**src/rtl/core_sched_pkg.sv**
```systemverilog
// rtl/core_sched_pkg.sv - state encoding and instruction decode constants for core_scheduler
package core_sched_pkg;

  typedef enum logic [2:0] {
    IDLE  = 3'd0,
    GEN   = 3'd1,
    EXEC  = 3'd2,
    DRAIN = 3'd3,
    DONE  = 3'd4
  } sched_state_e;

  // Opcode-class bit positions in a 16-bit core instruction
  localparam int OP_WB_HI   = 15;
  localparam int OP_LOAD    = 14;
  localparam int OP_WB_ITEM = 13;
  localparam int OP_SPARE   = 12;
  localparam int OP_STORE   = 11;
  localparam int OP_LAST    = 10;

  // LAST is the only instruction whose opcode field [15:10] carries just the LAST bit
  localparam logic [15:0] LAST_MASK  = (16'(1) << OP_WB_HI)   | (16'(1) << OP_LOAD)  |
                                       (16'(1) << OP_WB_ITEM) | (16'(1) << OP_SPARE) |
                                       (16'(1) << OP_STORE)   | (16'(1) << OP_LAST);
  localparam logic [15:0] LAST_MATCH = 16'(1) << OP_LAST;

  function automatic logic is_last(input logic [15:0] word);
    return (word & LAST_MASK) == LAST_MATCH;
  endfunction

endpackage

```
**src/rtl/sched_fifo.sv**
```systemverilog
// rtl/sched_fifo.sv - synchronous instruction FIFO with flush
module sched_fifo #(
  parameter int DEPTH = 16,
  parameter int WIDTH = 16
) (
  input  logic             clk,
  input  logic             rst,
  input  logic             flush,
  input  logic             push,
  input  logic [WIDTH-1:0] wdata,
  input  logic             pop,
  output logic [WIDTH-1:0] rdata,
  output logic             full,
  output logic             empty
);

  localparam int AW = $clog2(DEPTH);

  logic [WIDTH-1:0] mem_q [DEPTH];
  logic [AW:0]      wr_ptr_q;
  logic [AW:0]      rd_ptr_q;
  logic             do_push;
  logic             do_pop;

  // Extra pointer bit distinguishes full from empty when the indices match
  assign empty   = (wr_ptr_q == rd_ptr_q);
  assign full    = (wr_ptr_q[AW] != rd_ptr_q[AW]) && (wr_ptr_q[AW-1:0] == rd_ptr_q[AW-1:0]);
  assign do_pop  = pop & ~empty;
  assign do_push = push & (~full | do_pop);
  assign rdata   = mem_q[rd_ptr_q[AW-1:0]];

  // Read/write pointers; flush discards every stored word
  always_ff @(posedge clk or posedge rst) begin
    if (rst) begin
      wr_ptr_q <= '0;
      rd_ptr_q <= '0;
    end else if (flush) begin
      wr_ptr_q <= '0;
      rd_ptr_q <= '0;
    end else begin
      if (do_push) wr_ptr_q <= wr_ptr_q + 1'b1;
      if (do_pop)  rd_ptr_q <= rd_ptr_q + 1'b1;
    end
  end

  // Storage array; contents are don't-care until written
  always_ff @(posedge clk) begin
    if (do_push && !flush) mem_q[wr_ptr_q[AW-1:0]] <= wdata;
  end

endmodule

```
**src/rtl/core_scheduler.sv**
```systemverilog
// rtl/core_scheduler.sv - sequences one HPU core through fill, issue and drain
// Optional perf_issue/perf_bubble counters when CORE_SCHED_PERF_EN is defined.
module core_scheduler
  import core_sched_pkg::*;
#(
  parameter int FIFO_DEPTH = 16,
  parameter int DRAIN_MAX  = 4
) (
  input  logic        clk,
  input  logic        rst,
  input  logic        start,
  input  logic        abort,
  input  logic [9:0]  cfg_item_num,
  input  logic        s_valid,
  input  logic [15:0] s_data,
  output logic        s_ready,
  output logic        run,
  output logic        gen,
  output logic        update_item,
  output logic [9:0]  item_a,
  output logic        get_v,
  output logic [15:0] get_d,
  output logic        exec,
  input  logic        core_store,
  input  logic        core_last,
  output logic        busy,
  output logic        done,
  output logic        timeout,
  output logic [15:0] store_cnt
`ifdef CORE_SCHED_PERF_EN
  ,
  output logic [31:0] perf_issue,
  output logic [31:0] perf_bubble
`endif
);

  localparam int DW = (DRAIN_MAX < 2) ? 1 : $clog2(DRAIN_MAX);

  sched_state_e  state_q;
  logic [9:0]    cfg_q;
  logic [9:0]    fill_q;
  logic [DW-1:0] drain_q;
  logic          timeout_q;
  logic          last_seen_q;
  logic          exec_q;
  logic [15:0]   store_cnt_q;

  logic          start_ok;
  logic          in_stream;
  logic          push;
  logic          issue;
  logic          flush;
  logic          fifo_full;
  logic          fifo_empty;
  logic [15:0]   fifo_rdata;

  assign start_ok  = start & ~abort & (state_q == IDLE);
  assign in_stream = (state_q == GEN) || (state_q == EXEC);
  assign s_ready   = ~fifo_full & ~last_seen_q & in_stream;
  assign push      = s_valid & s_ready;
  assign issue     = (state_q == EXEC) & ~fifo_empty;
  assign flush     = abort | start_ok;

  sched_fifo #(
    .DEPTH (FIFO_DEPTH),
    .WIDTH (16)
  ) u_fifo (
    .clk   (clk),
    .rst   (rst),
    .flush (flush),
    .push  (push),
    .wdata (s_data),
    .pop   (issue),
    .rdata (fifo_rdata),
    .full  (fifo_full),
    .empty (fifo_empty)
  );

  // Run sequencing: fill phase, instruction issue, drain wait and completion
  always_ff @(posedge clk or posedge rst) begin
    if (rst) begin
      state_q   <= IDLE;
      cfg_q     <= '0;
      fill_q    <= '0;
      drain_q   <= '0;
      timeout_q <= 1'b0;
    end else if (abort) begin
      state_q <= IDLE;
      fill_q  <= '0;
      drain_q <= '0;
    end else begin
      case (state_q)
        IDLE: begin
          if (start) begin
            cfg_q     <= cfg_item_num;
            fill_q    <= '0;
            drain_q   <= '0;
            timeout_q <= 1'b0;
            state_q   <= (cfg_item_num != 10'd0) ? GEN : EXEC;
          end
        end
        GEN: begin
          if (fill_q == cfg_q - 10'd1) begin
            fill_q  <= '0;
            state_q <= EXEC;
          end else begin
            fill_q <= fill_q + 10'd1;
          end
        end
        EXEC: begin
          if (issue && is_last(fifo_rdata)) begin
            drain_q <= '0;
            state_q <= DRAIN;
          end
        end
        DRAIN: begin
          if (core_last) begin
            drain_q <= '0;
            state_q <= DONE;
          end else if (drain_q == DW'(DRAIN_MAX - 1)) begin
            drain_q   <= '0;
            timeout_q <= 1'b1;
            state_q   <= DONE;
          end else begin
            drain_q <= drain_q + 1'b1;
          end
        end
        DONE:    state_q <= IDLE;
        default: state_q <= IDLE;
      endcase
    end
  end

  // Once LAST is buffered the host stream is closed until the next run
  always_ff @(posedge clk or posedge rst) begin
    if (rst)                         last_seen_q <= 1'b0;
    else if (start_ok)               last_seen_q <= 1'b0;
    else if (push && is_last(s_data)) last_seen_q <= 1'b1;
  end

  // Core latches the instruction on get_v, so execution follows one cycle later
  always_ff @(posedge clk or posedge rst) begin
    if (rst)        exec_q <= 1'b0;
    else if (abort) exec_q <= 1'b0;
    else            exec_q <= issue;
  end

  // Result counter; held across abort so the host can read partial progress
  always_ff @(posedge clk or posedge rst) begin
    if (rst)                                   store_cnt_q <= '0;
    else if (abort)                            store_cnt_q <= store_cnt_q;
    else if (start_ok)                         store_cnt_q <= '0;
    else if (core_store && (state_q != IDLE))  store_cnt_q <= store_cnt_q + 16'd1;
  end

  assign run         = (state_q != IDLE);
  assign busy        = (state_q != IDLE);
  assign gen         = (state_q == GEN);
  assign update_item = (state_q == GEN);
  assign item_a      = fill_q;
  assign get_v       = issue;
  assign get_d       = issue ? fifo_rdata : 16'd0;
  assign exec        = exec_q;
  assign done        = (state_q == DONE);
  assign timeout     = timeout_q;
  assign store_cnt   = store_cnt_q;

`ifdef CORE_SCHED_PERF_EN
  logic [31:0] perf_issue_q;
  logic [31:0] perf_bubble_q;

  // Saturating issue and bubble counters for throughput tuning
  always_ff @(posedge clk or posedge rst) begin
    if (rst) begin
      perf_issue_q  <= '0;
      perf_bubble_q <= '0;
    end else if (start_ok) begin
      perf_issue_q  <= '0;
      perf_bubble_q <= '0;
    end else begin
      if (issue && !(&perf_issue_q))
        perf_issue_q <= perf_issue_q + 32'd1;
      if ((state_q == EXEC) && fifo_empty && !(&perf_bubble_q))
        perf_bubble_q <= perf_bubble_q + 32'd1;
    end
  end

  assign perf_issue  = perf_issue_q;
  assign perf_bubble = perf_bubble_q;
`endif

endmodule

```
**config.mk**
```make
export PLATFORM = sky130hd
export DESIGN_NAME = core_scheduler
export DESIGN_NICKNAME = d
export VERILOG_FILES = /design/src/rtl/core_sched_pkg.sv /design/src/rtl/sched_fifo.sv /design/src/rtl/core_scheduler.sv
export SDC_FILE = /design/constraint.sdc
export NUM_CORES = 1
export LEC_CHECK = 0
export ABC_AREA = 1
export ABC_CLOCK_PERIOD_IN_PS = 6100
export BUFFER_PORTS_ARGS = -buffer_cell sky130_fd_sc_hd__buf_2
export CAP_MARGIN = 20
export CORE_ASPECT_RATIO = 0.6
export CORE_UTILIZATION = 65
export CTS_CLUSTER_DIAMETER = 50
export CTS_CLUSTER_SIZE = 24
export DETAILED_ROUTE_END_ITERATION = 10
export GPL_TIMING_DRIVEN = 0
export PLACE_DENSITY_LB_ADDON = 0.2
export SYNTH_ARGS = -nofsm -noshare
export SYNTH_HDL_FRONTEND = slang
export SYNTH_HIERARCHICAL = 1
export SYNTH_SLANG_ARGS = --single-unit
```
**constraint.sdc**
```tcl
create_clock -name clk -period 6.1 [get_ports clk]
set_input_delay 1.525 -clock clk [delete_from_list [all_inputs] [get_ports clk]]
set_output_delay 1.525 -clock clk [all_outputs]
set_load 0.01 [all_outputs]
```
[Yosys cells after proc, flatten, opt, wreduce, memory -nomap -nowiden]
Memories as Yosys holds them, arrays and structs flattened.
Cells that the tools add are included.
Storage, ports and cells
  bits in registers: 54
  memory bits (writable): 256
  input bits: 33
  logic and storage cells: 106
  memories: 1
Memory list
  u_fifo.mem_q: depth 16, width 16, read ports 1, clocked after memory_dff 0, write ports 1, line sched_fifo.sv:19  | logic [WIDTH-1:0] mem_q [DEPTH];
Operators by class
  $add $sub $neg: 6
  equal/unequal tests: 18
  multiplexer cells: 34
  bitwise gates (word level): 14
  reductions and logical operators: 23
Operators with widths (count)
  16-bit 2-to-1 mux: 3
  10-bit 2-to-1 mux: 3
  5-bit 2-to-1 mux: 4
  10-bit case mux with 2 select lines: 1
  3-bit 2-to-1 mux: 6
  16-bit by 1-bit adder with 16-bit output, second input constant: 1
  6-bit by 1-bit equality test with 1-bit output, second input constant: 2
  2-bit 2-to-1 mux: 6
  3-bit case mux with 4 select lines: 1
  10-bit by 1-bit adder with 10-bit output, second input constant: 1
  5-bit by 1-bit adder with 5-bit output, second input constant: 2
  10-bit equality test: 1
  10-bit nonzero test: 1
  2-bit nonzero test: 5
  10-bit by 1-bit subtractor with 10-bit output, second input constant: 1
  1-bit bitwise AND: 8
  1-bit 2-to-1 mux: 8
  3-bit by 2-bit equality test with 1-bit output, second input constant: 2
  2-bit inequality test, second input constant: 3
  3-bit by 2-bit inequality test with 1-bit output, second input constant: 2
  2-bit case mux with 3 select lines: 1
  3-bit AND reduction: 2
  3-bit nonzero test: 2
  5-bit equality test: 1
  19 further kinds: 28

[Longest topological paths before layout]
Gate-level depths: netlist (run 1).
  word-level depth: 10
  depth in mapped cells: 17
  mapped depth without buffers: 15

[Cells and area by module]
The synthesis (run 1) kept the hierarchy.
By module, submodules not included
  sched_fifo: instances 1, cells an instance 857, area each 10797.9 µm²
  core_scheduler: instances 1, cells an instance 382, area each 2768.9 µm²

[Least setup slack after synthesis (run 1)]
Ideal clock, no wire load.
  path kind: input to register
  start point: in abort
  end point: mem u_fifo.mem_q[13][0], enable pin
  arrival time: 3152 ps
  path slack: 2559 ps
  stages on the path: 8
  cells stage by stage: buf_2 > inv_1 > nand3_2 > clkbuf_1 > nand2_1 > inv_1 > nand3_4 > nor2_1
Between the ends
  word-level cells in the longest chain between the ends: 8
RTL lines
  start, declared: line core_scheduler.sv:12  | input logic abort,
  1-bit inverter (no source line)
  1-bit bitwise AND (2 in a row): line core_scheduler.sv:57  | assign start_ok = start & ~abort & (state_q == IDLE);
  1-bit OR (*): line core_scheduler.sv:62  | assign flush = abort | start_ok;
  via flush: line core_scheduler.sv:52  | logic flush;
  1-bit zero test (*): line sched_fifo.sv:48  | if (do_push && !flush) mem_q[wr_ptr_q[AW-1:0]] <= wdata;
  1-bit logical AND (*): line sched_fifo.sv:48
  1-bit 2-to-1 mux (*): line sched_fifo.sv:48
  1-bit 2-to-1 mux (implied by the code) (*): line sched_fifo.sv:48
  end, declared: line sched_fifo.sv:19
The timed path passes the listed nets; every way through them passes the cells marked *.

[Worst setup path after layout (run 1)]
  start point: reg u_fifo.rd_ptr_q[0]
  end point: out get_d[6]
Between the ends
  elaborated cells between the ends (all ways): 5
RTL lines
  start, declared: line sched_fifo.sv:21  | logic [AW:0] rd_ptr_q;
  start signal, assigned: line sched_fifo.sv:42  | if (do_pop) rd_ptr_q <= rd_ptr_q + 1'b1;
  memory 16 x 16 bit
  via fifo_rdata[6]: line core_scheduler.sv:55  | logic [15:0] fifo_rdata;
  16-bit 2-to-1 mux: line core_scheduler.sv:162  | assign get_d = issue ? fifo_rdata : 16'd0;
  end, declared: line core_scheduler.sv:22  | output logic [15:0] get_d,
The timed path passes the listed nets, and every way through them passes these cells.

==> results of run 1 <==
[cells in the mapped netlist (all sizes together)]
library cell  number
clkbuf            30
nor3b              3
nand3b             4
buf               33
nor2             241
a22o               1
a2bb2oi            1
o211ai            32
nor4               5
nand2            159
nor3               6
ha                 9
nand4             15
a21oi             22
xor2              18
o22ai             32
o21ai            151
clkinv             3
xnor2              6
and2               2
dfrtp             54
or2                1
a211oi             2
nand3             77
edfxtp           256
inv               76
[path summary, 6_finish.rpt]
| kind | start | end |
|---|---|---|
| setup / recovery | u_fifo/rd_ptr_q[0]$_DFFE_PP0P_ | get_d[6] |
| hold / removal | drain_q[0]$_DFFE_PP0P_ | drain_q[0]$_DFFE_PP0P_ |
| setup reg to reg | u_fifo/rd_ptr_q[0]$_DFFE_PP0P_ | u_fifo/mem_q[9][1]$_DFFE_PP_ |
| hold reg to reg | drain_q[0]$_DFFE_PP0P_ | drain_q[0]$_DFFE_PP0P_ |
| max in group asynchronous | rst | item_a[7]$_DFFE_PP0P_ |
| min in group asynchronous | rst | u_fifo/wr_ptr_q[0]$_DFFE_PP0P_ |
[power groups by stage]
stage | clock network [W] | logic, W | registers (W)
floorplan | 0 | 0.000463 | 0.00248
detailed placement | 0 | 0.000686 | 0.00248
global placement | 0 | 0.000660 | 0.00248
finish | 0.00131 | 0.000701 | 0.00244
CTS | 0.00132 | 0.000690 | 0.00244
global route | 0.00139 | 0.000773 | 0.00245
[final cells by class]
cell class                 count  area share, %
sequential                   310           60.4
buffer                        63           2.05
tap                          273           2.28
timing repair buffer          89           3.25
clock buffer                  22           3.25
inverter                      79           1.98
multi-input combinational    787           26.2
clock inverter                10          0.610
[metrics by stage]
stage / power (W) / std cells / setup slack, ns / instance area (sq um)
6_report: 0.00445 / 1633 / 1.54 / 15000
2_1_floorplan: 0.00294 / 1239 / 2.56 / 13600
3_5_place_dp: 0.00317 / 1601 / 1.84 / 14400
4_1_cts: 0.00445 / 1633 / 1.65 / 15000
3_3_place_gp: 0.00314 / 1594 / 1.77 / 14300
5_1_grt: 0.00461 / 1633 / 1.42 / 15000
[registers in the layout, summed over array words and instances (netlist names)]
name	flops
cfg_q	10
drain_q	2
exec	1
item_a	10
last_seen_q	1
state_q	3
store_cnt	16
timeout	1
u_fifo/mem_q	256
u_fifo/rd_ptr_q	5
u_fifo/wr_ptr_q	5
[logic make-up after synthesis]
logic type	count (synthesis)	share of synthesized area [%]
AND/OR/NAND/NOR	513	16.7
flip-flops	310	66.6
AO/OA/AOI/OAI	241	9.87
buffers and inverters	142	4.45
XOR/XNOR	24	1.55
adder cells (fa/ha/maj)	9	0.830
[per-layer routing]
metal | track usage, % | vias to the layer above | wire length [um]
li1 | - | 4539 | -
met1 | 53.0 | 4812 | 15200
met2 | 45.6 | 649 | 14400
met3 | 9.57 | 66 | 5080
met4 | 7.42 | 2 | 756
met5 | 2.94 | - | 85
[worst register-to-register path, delay by kind of cell, from the launching register on]
kind	cells	cell delay, ns
AND/OR/NAND/NOR	9	1.99
buffers and inverters	3	0.68
flip-flops	1	0.54
==> results by stage, run 1 <==
Setup path:
- STA classifies the critical path endpoint as an output pin.
- STA puts the critical path data arrival time at 3.04 ns.
- The maximum cell stage delay along the critical path is 0.54 ns.
- Counting both buffers and inverters, the worst setup path holds a total of 6.
- The worst setup path is of the reg -> out kind.
- The cell repeated most along the worst path is buf_6.
- The setup slack of the most critical reg-to-reg path is 2.60 ns.
- In this design, the largest share of critical-path delay is due to buffers and inverters.
- The logic depth of the worst setup path including buffers is 11.
- The data required time at the worst endpoint is 4.58 ns.
- The kind of launch point of the worst setup path is a flop.
- The slowest stage of the critical path belongs to the cell dfrtp_1.
- The maximum net fanout on the critical path is 10.
- The worst register-to-register path has a depth of 12.
- Traced cell by cell, the critical path runs through buf_6 -> inv_2 -> buf_6 -> clkbuf_1 -> o21ai_0 -> o22ai_1 -> nand2_1 -> nand3_1 -> inv_1 -> nor2_1 -> buf_2.

STA:
- The relative slew slack is 28.7%.
- The clock period could shrink to 4.56 ns.
- The number of hold-slack violations in the final timing report was 0.
- The worst hold margin is 0.516 ns.
- The worst-margin pin slew is 1.07 ns.
- Setup violations remaining at the end of the flow were counted as 0.
- Derived from the worst setup path, the maximum achievable clock frequency is 219 MHz.
- Across the routed clock network, the largest skew measured is 0.0162 ns.
- After routing, the total negative slack on setup checks comes to 0 ns.
- The share of the cycle needed by the critical path after routing is 74.8%.
- The number of max-slew violations in the final report is 0.
- Setup repair after global routing left no endpoint under its margin.

Pwr:
- In this run, flip-flops and latches consume 54.8% of the power.
- The worst IR drop on VDD is 0.344 mV.
- Per report_power, the clock group accounts for 29.4% of the total.
- Combinational logic burns 15.7% of the power.
- Power spread over the standard cell area amounts to 297 nW/um^2.
- In this run the static leakage power is 5.75 nW.
- The internal power of the cells totals 0.00320 W.
- The switching part of the total power is 28.2%.
- The total net switching power is 0.00125 W.

Clock network:
- The clock reaches the later pin of the worst-skew pair after 0.51 ns.
- The buffer levels on the longest clock path is 3.
- Hold repair after CTS inserted 0 buffers.
- The H-tree depth reported by CTS is 1.
- The clock-pin slew on the worst setup and hold paths is 0.09 ns.
- After clock tree synthesis, the setup repair step added 0 buffers.
- TritonCTS built the clock tree.
- The clock sink count is 310.
- Clock tree synthesis inserted a total of 19 buffers.
- Once the clock tree was built, the resizer swapped 0 gates to a different size.
- The library cell used as clock root buffer is clkbuf_16.

Floorplanning:
- In this run the vertical extent of the chip is 114 um.
- The die is 189 um wide.
- Once the floorplan was initialized, standard cells occupied 67.1% of the core.
- The placeable core region is 20200 sq um.
- After floorplanning, the core was divided into 40 placement rows.
- The boundary pin count is 84.
- The die covers 21500 sq um.

Layout:
- The antenna diode count is 0.
- The area taken by multi-input logic gates is 3930 sq um.
- The leading cell type in the layout, fill and taps excluded is edfxtp_1.
- Of the cells placed in the final design, the portion with a size suffix greater than 1 is 13.9%.
- In the layout the commonest cells are edfxtp_1, nor2_1, nand2_1, o21ai_0, buf_2.
- Across the whole layout, storage elements account for 9040 sq um.
- For this run, the post-layout net count is 1391.
- After filler insertion, the fill cell instance count of the layout stands at 1401.
- The fraction of the core area covered by cells at the end of the flow is 74.1%.
- The relative area change from synthesis to final layout is 10.4%.

Yosys:
- Of the synthesized area, sequential elements account for 66.6%.
- The synthesized area divided by synthesized cell count is 10.9 sq um.
- The cell count after synthesis is 1239.
- The count of yosys warnings during synthesis is 6.
- The flip-flop and latch count after synthesis is 310.
- The distinct cell type count of the synthesized netlist is 41.
- The total standard cell area after synthesis is 13600 sq um.
- The cell type contributing the most total cell area after synthesis is edfxtp_1.
- In the post-synthesis netlist, the biggest area contributors are edfxtp_1, dfrtp_1, nor2_1, o21ai_0, nand2_1.
- Summed over its instances, the top area cell type makes up 56.7% of the synthesized netlist area.
- Synthesis produced a netlist with a net count of 1281.

Global routing:
- In the global route stage, overall resource usage came out at 33.5%.
- The wire length of the first global-routing pass is 53.1 mm.
- The via count of the first global-routing pass is 9085.
- The maximum number of pins on one net before global-route repair is 26.
- Summed over all layers, the global routing overflow is 0.
- The initial antenna violation count is 0.

Detailed routing:
- The detailed router finished its first iteration with 1523 violations.
- The number of nets with antenna violations after routing is 0.
- Wires add up to 35.5 mm.
- After detailed routing, the average wire length per cell comes to 21.8 um.
- The total DRC errors in the routed layout is 0.
- The average vias per placed instance is 6.17.
- The first detailed-routing pass took 5 iterations.
- The detailed router placed 10100 vias in this run.

Min path:
- The type of the worst min-delay path is reg -> reg.
- Along the worst hold path, the cell count comes to 1.

Job:
- The tool flagged a number of max-cap violations equal to 0.

Placed design:
- Input and output buffers added on the ports amount to 82.
- The final weighted congestion in routability-driven placement is 0.981.
- Detailed placement finished with a half-perimeter wire length of 24.6 mm.

Run status:
- The run finished with clean final reports.
Power figures use the tool's default switching activity.
==> inputs of run 2 (changes only) <==
--- a/config.mk
+++ b/config.mk
@@ -5,12 +5,12 @@
 export SDC_FILE = /design/constraint.sdc
 export NUM_CORES = 1
 export LEC_CHECK = 0
-export ABC_AREA = 1
-export ABC_CLOCK_PERIOD_IN_PS = 6100
+export ABC_AREA = 0
+export ABC_CLOCK_PERIOD_IN_PS = 4700
 export BUFFER_PORTS_ARGS = -buffer_cell sky130_fd_sc_hd__buf_2
 export CAP_MARGIN = 20
 export CORE_ASPECT_RATIO = 0.6
-export CORE_UTILIZATION = 65
+export CORE_UTILIZATION = 60
 export CTS_CLUSTER_DIAMETER = 50
 export CTS_CLUSTER_SIZE = 24
 export DETAILED_ROUTE_END_ITERATION = 10
==> constraint.sdc (replaced) <==
create_clock -name clk -period 4.7 [get_ports clk]
set_input_delay 1.175 -clock clk [delete_from_list [all_inputs] [get_ports clk]]
set_output_delay 1.175 -clock clk [all_outputs]
set_load 0.01 [all_outputs]
==> run 2 against run 1 <==
Global-route usage down 6.5 points. Setup slack worse by 1.3 ns. Non-clock buffer count down 9. Cell area down 0.85%. Wire length down 16%. Sequential power up 30%.
==> results by stage, run 2 <==
Run status:
- The run finished with clean final reports.

Yosys:
- The adder-cell share of the synthesized area is 0.852% (+0.022 points).
- By area, the combinational part of the netlist is dominated by multiplexers.
- The area share of the largest cell type after synthesis is 58.2% (+1.5 points).
- The distinct cell type count of the synthesized netlist came to 62 (+51%).
- The total standard cell area after synthesis is 13200 sq um (-2.6%).
- Sorting the synthesized cells by area gives the leading types as edfxtp_1, mux4_2, dfrtp_1, nor2_1, nand2_1.
- The cell count after synthesis is 818 (-34%).
- The synthesized design spends more area on one cell type than any other, namely edfxtp_1.
- The count of yosys warnings during synthesis is 6 (unchanged).
- Sorting the synthesized cells by how often they occur yields edfxtp_1, mux4_2, nor2_1, dfrtp_1, nand2_1.
- The synthesized-area fraction occupied by and/or/nand/nor cells is 9.00% (-7.7 points).
- The synthesized netlist net count was 860 (-33%).
- By instance count, the leading cell after synthesis is edfxtp_1.
- The synthesized-area fraction occupied by xor and xnor cells is 2.32% (+0.77 points).
- The top flip-flop cell by instance count after synthesis is edfxtp_1.
- The compound-cell area share of the yosys netlist was 4.70% (-5.2 points).
- The multiplexer share of the synthesized area came to 12.6% (+13 points).
- The flip-flop and latch count after synthesis came to 310 (unchanged).
- The sequential cell area fraction in the yosys report came to 68.4% (+1.8 points).
- The synthesized area divided by synthesized cell count is 16.1 sq um (+47%).
- The number of synthesized flops with an enable pin is 256 (unchanged).
- The share of flip-flops with an asynchronous set or reset after synthesis is 17.4% (unchanged).

Detailed routing:
- The total DRC errors in the routed layout came to 0 (unchanged).
- The routed wire length is 29.9 mm (-16%).
- The average vias per placed instance was 6.37 (+3.4%).
- The iteration count of the initial detailed-routing pass came to 5 (unchanged).
- The final routed wire length divided by cell count was 24.3 um (+12%).
- The number of nets with antenna violations after routing came to 0 (unchanged).
- The number of vias after detailed routing came to 7827 (-22%).
- The initial DRC count is 829 (-46%).

Layout:
- The number of filler instances in the final layout was 1321 (-5.7%).
- The number of nets in the final layout came to 981 (-29%).
- The number of flip-flops in the largest register came to 256 (unchanged).
- The number of standard cells in the layout, taps in and fillers out is 1228 (-25%).
- Leaving out fill and tap cells, the most frequent cells in the layout are edfxtp_1, buf_2, mux4_2.
- The share of cells above drive strength 1 is 25.6% (+12 points).
- The library cell used most frequently in the layout, excluding fill and tap cells, is edfxtp_1.
- The area growth from synthesis to layout is 12.4%.

Floorplanning:
- The boundary pin count came to 84 (unchanged).
- The horizontal die dimension is 194 um (+2.7%).
- The area of the die is 22600 sq um (+5.4%).
- The die height came to 117 um (+2.7%).
- The initial core utilization came to 62.1% (-5.0 points).
- The count of standard-cell rows came to 41 (+2.5%).
- The placeable core region is 21300 sq um (+5.3%).

Clock network:
- The number of buffers inserted to repair setup after CTS came to 0 (unchanged).
- The latest clock arrival within the worst-skew pair is 0.52 ns (about the same).
- TritonCTS built the clock tree.
- The clock sink count is 310 (unchanged).
- The post-CTS resize count is 0 (unchanged).
- The number of buffers inserted by hold repair at cts is 0 (unchanged).
- The number of CTS-inserted buffers is 19 (unchanged).
- The clock-pin slew on the worst setup and hold paths was 0.09 ns (about the same).
- The library cell used as clock root buffer is clkbuf_16.
- The H-tree depth reported by CTS came to 1 (unchanged).
- The buffer levels on the longest clock path is 3 (unchanged).

Pwr:
- The power per cell area is 385 nW/um^2 (+29%).
- The leakage power is 5.18 nW (-10%).
- The overall power of the completed layout was 0.00571 W (+28%).
- The worst IR drop on VDD was 0.321 mV (-6.7%).

STA:
- The relative slew slack came to 28.4% (-0.27 points).
- The worst path uses 94.0% of the clock period.
- The worst-margin pin slew is 1.07 ns (-0.000645 ns).
- The number of hold-slack violations in the final timing report is 0 (unchanged).
- The total of endpoints with negative setup slack in the final report is 0 (unchanged).
- The minimum clock period is 4.42 ns.
- Static timing analysis puts the maximum clock frequency at 226 MHz.
- Setup repair after global routing left no endpoint under its margin.
- The setup clock skew after layout is 0.0199 ns (+0.00370 ns).
- The number of max-slew violations in the final report is 0 (unchanged).

Job:
- The count of max-cap constraint violations was 0 (unchanged).

Placed design:
- The number of placed instances, taps included is 1197 (-25%).
- The detailed-placement wirelength estimate is 21.1 mm (-14%).
- The final weighted congestion in routability-driven placement was 0.844 (-14%).
- The count of input and output buffers was 83 (+1.2%).

Global routing:
- The initial antenna violation count is 0 (unchanged).
- The wire length of the first global-routing pass is 44.7 mm (-16%).
- The maximum number of pins on one net before global-route repair was 32 (+23%).
- The final global-route overflow total is 0 (unchanged).
- The global routing usage summed across all routing layers is 27.0% (-6.5 points).
- The via count of the first global-routing pass came to 7466 (-18%).

Setup path:
- The data required time at the worst endpoint is 3.52 ns (-1.06 ns).
- The worst setup path is of the reg -> out kind.
- STA classifies the critical path endpoint as an output pin.
- STA classifies the critical path startpoint as a flop.
- The maximum net fanout on the critical path is 10 (unchanged).
- The arrival time of the worst setup path is 3.24 ns (+0.20 ns).

Min path:
- The worst hold path belongs to the class reg -> reg.
-- run 2: changes by cell type in the layout (fill, tap and decap cells not counted), moves of 12 or more --
cell / before / now
mux4_2: 0 / 64
buf_8: 1 / 13
mux2i_1: 0 / 20
o22ai_1: 32 / 0
nor2_1: 223 / 45
nor2b_1: 0 / 22
nand3_1: 75 / 21
and2_1: 2 / 19
a211oi_1: 2 / 18
inv_1: 67 / 13
o21ai_0: 151 / 9
nand2_1: 151 / 54
o211ai_1: 32 / 10
-- run 2: layout make-up --
type	instances	area (sq um)	share of cell area, %
Clock buffer	21	483	3.25
Buffer	43	226	1.53
Tap cell	279	349	2.35
Sequential cell	310	9040	60.9
Multi-Input combinational cell	451	3940	26.5
Antenna cell	1	2.50	0.0169
Clock inverter	9	95.1	0.641
Timing Repair Buffer	100	658	4.43
Inverter	14	52.6	0.354
-- run 2: routing by layer --
layer | global-route usage, % | routed length, um | up-vias
met5 | 0 | 0 | -
met4 | 6.24 | 564 | 0
met3 | 6.19 | 3090 | 46
met2 | 39.6 | 12900 | 346
met1 | 41.7 | 13300 | 4029
li1 | - | - | 3406
-- run 2: report_power, final --
| group | switching, W | total (W) | internal (W) |
|---|---|---|---|
| Combinational | 0.000537 | 0.000858 | 0.000321 |
| Clock | 0.000906 | 0.00169 | 0.000781 |
| Sequential | 0.000102 | 0.00317 | 0.00307 |
-- run 2: worst max-delay path, stage by stage, from the launching register on --
cell and delay, ns:
dfrtp_1 0.48, buf_2 0.33, clkbuf_1 0.48, clkbuf_1 0.59, a211oi_1 0.26, a21oi_1 0.28
and2_1 0.17, buf_2 0.13
-- run 2: final timing paths --
kind / from / end / slack (ns) / depth (start not counted)
max in group asynchronous: rst / store_cnt[7]$_DFFE_PP0P_ / 3.57 / 3
min: timeout$_DFFE_PP0P_ / timeout$_DFFE_PP0P_ / 0.52 / 2
min reg2reg: timeout$_DFFE_PP0P_ / timeout$_DFFE_PP0P_ / 0.52 / 2
min in group asynchronous: rst / item_a[6]$_DFFE_PP0P_ / 0.63 / 2
max: u_fifo/rd_ptr_q[1]$_DFFE_PP0P_ / get_d[10] / 0.28 / 7
max reg2reg: u_fifo/rd_ptr_q[0]$_DFFE_PP0P_ / u_fifo/mem_q[1][3]$_DFFE_PP_ / 0.71 / 10
-- run 2: cells by family (layout without fill, tap and decap cells) --
family / count (synthesis) / count (layout)
xor gates and xnor gates: 35 / 35
muxes: 86 / 86
adders and majority gates: 9 / 9
other: 0 / 1
DFF: 310 / 310
buffers and inverters: 57 / 187
AOI/OAI and AO/OA: 87 / 87
and+or+nand+nor: 234 / 234
-- run 2: through the flow --
step	area, sq um	utilization (%)	hold slack, ns	setup TNS [ns]	setup WS (ns)
2_1_floorplan	13200	-	0.463	0	0.828
4_1_cts	14800	69.7	0.519	0	0.358
6_report	14800	69.7	0.517	0	0.280
3_5_place_dp	14300	67.0	0.499	0	0.284
3_3_place_gp	14000	65.6	0.485	-93.09	-1.16
5_1_grt	14800	69.7	0.544	0	0.147
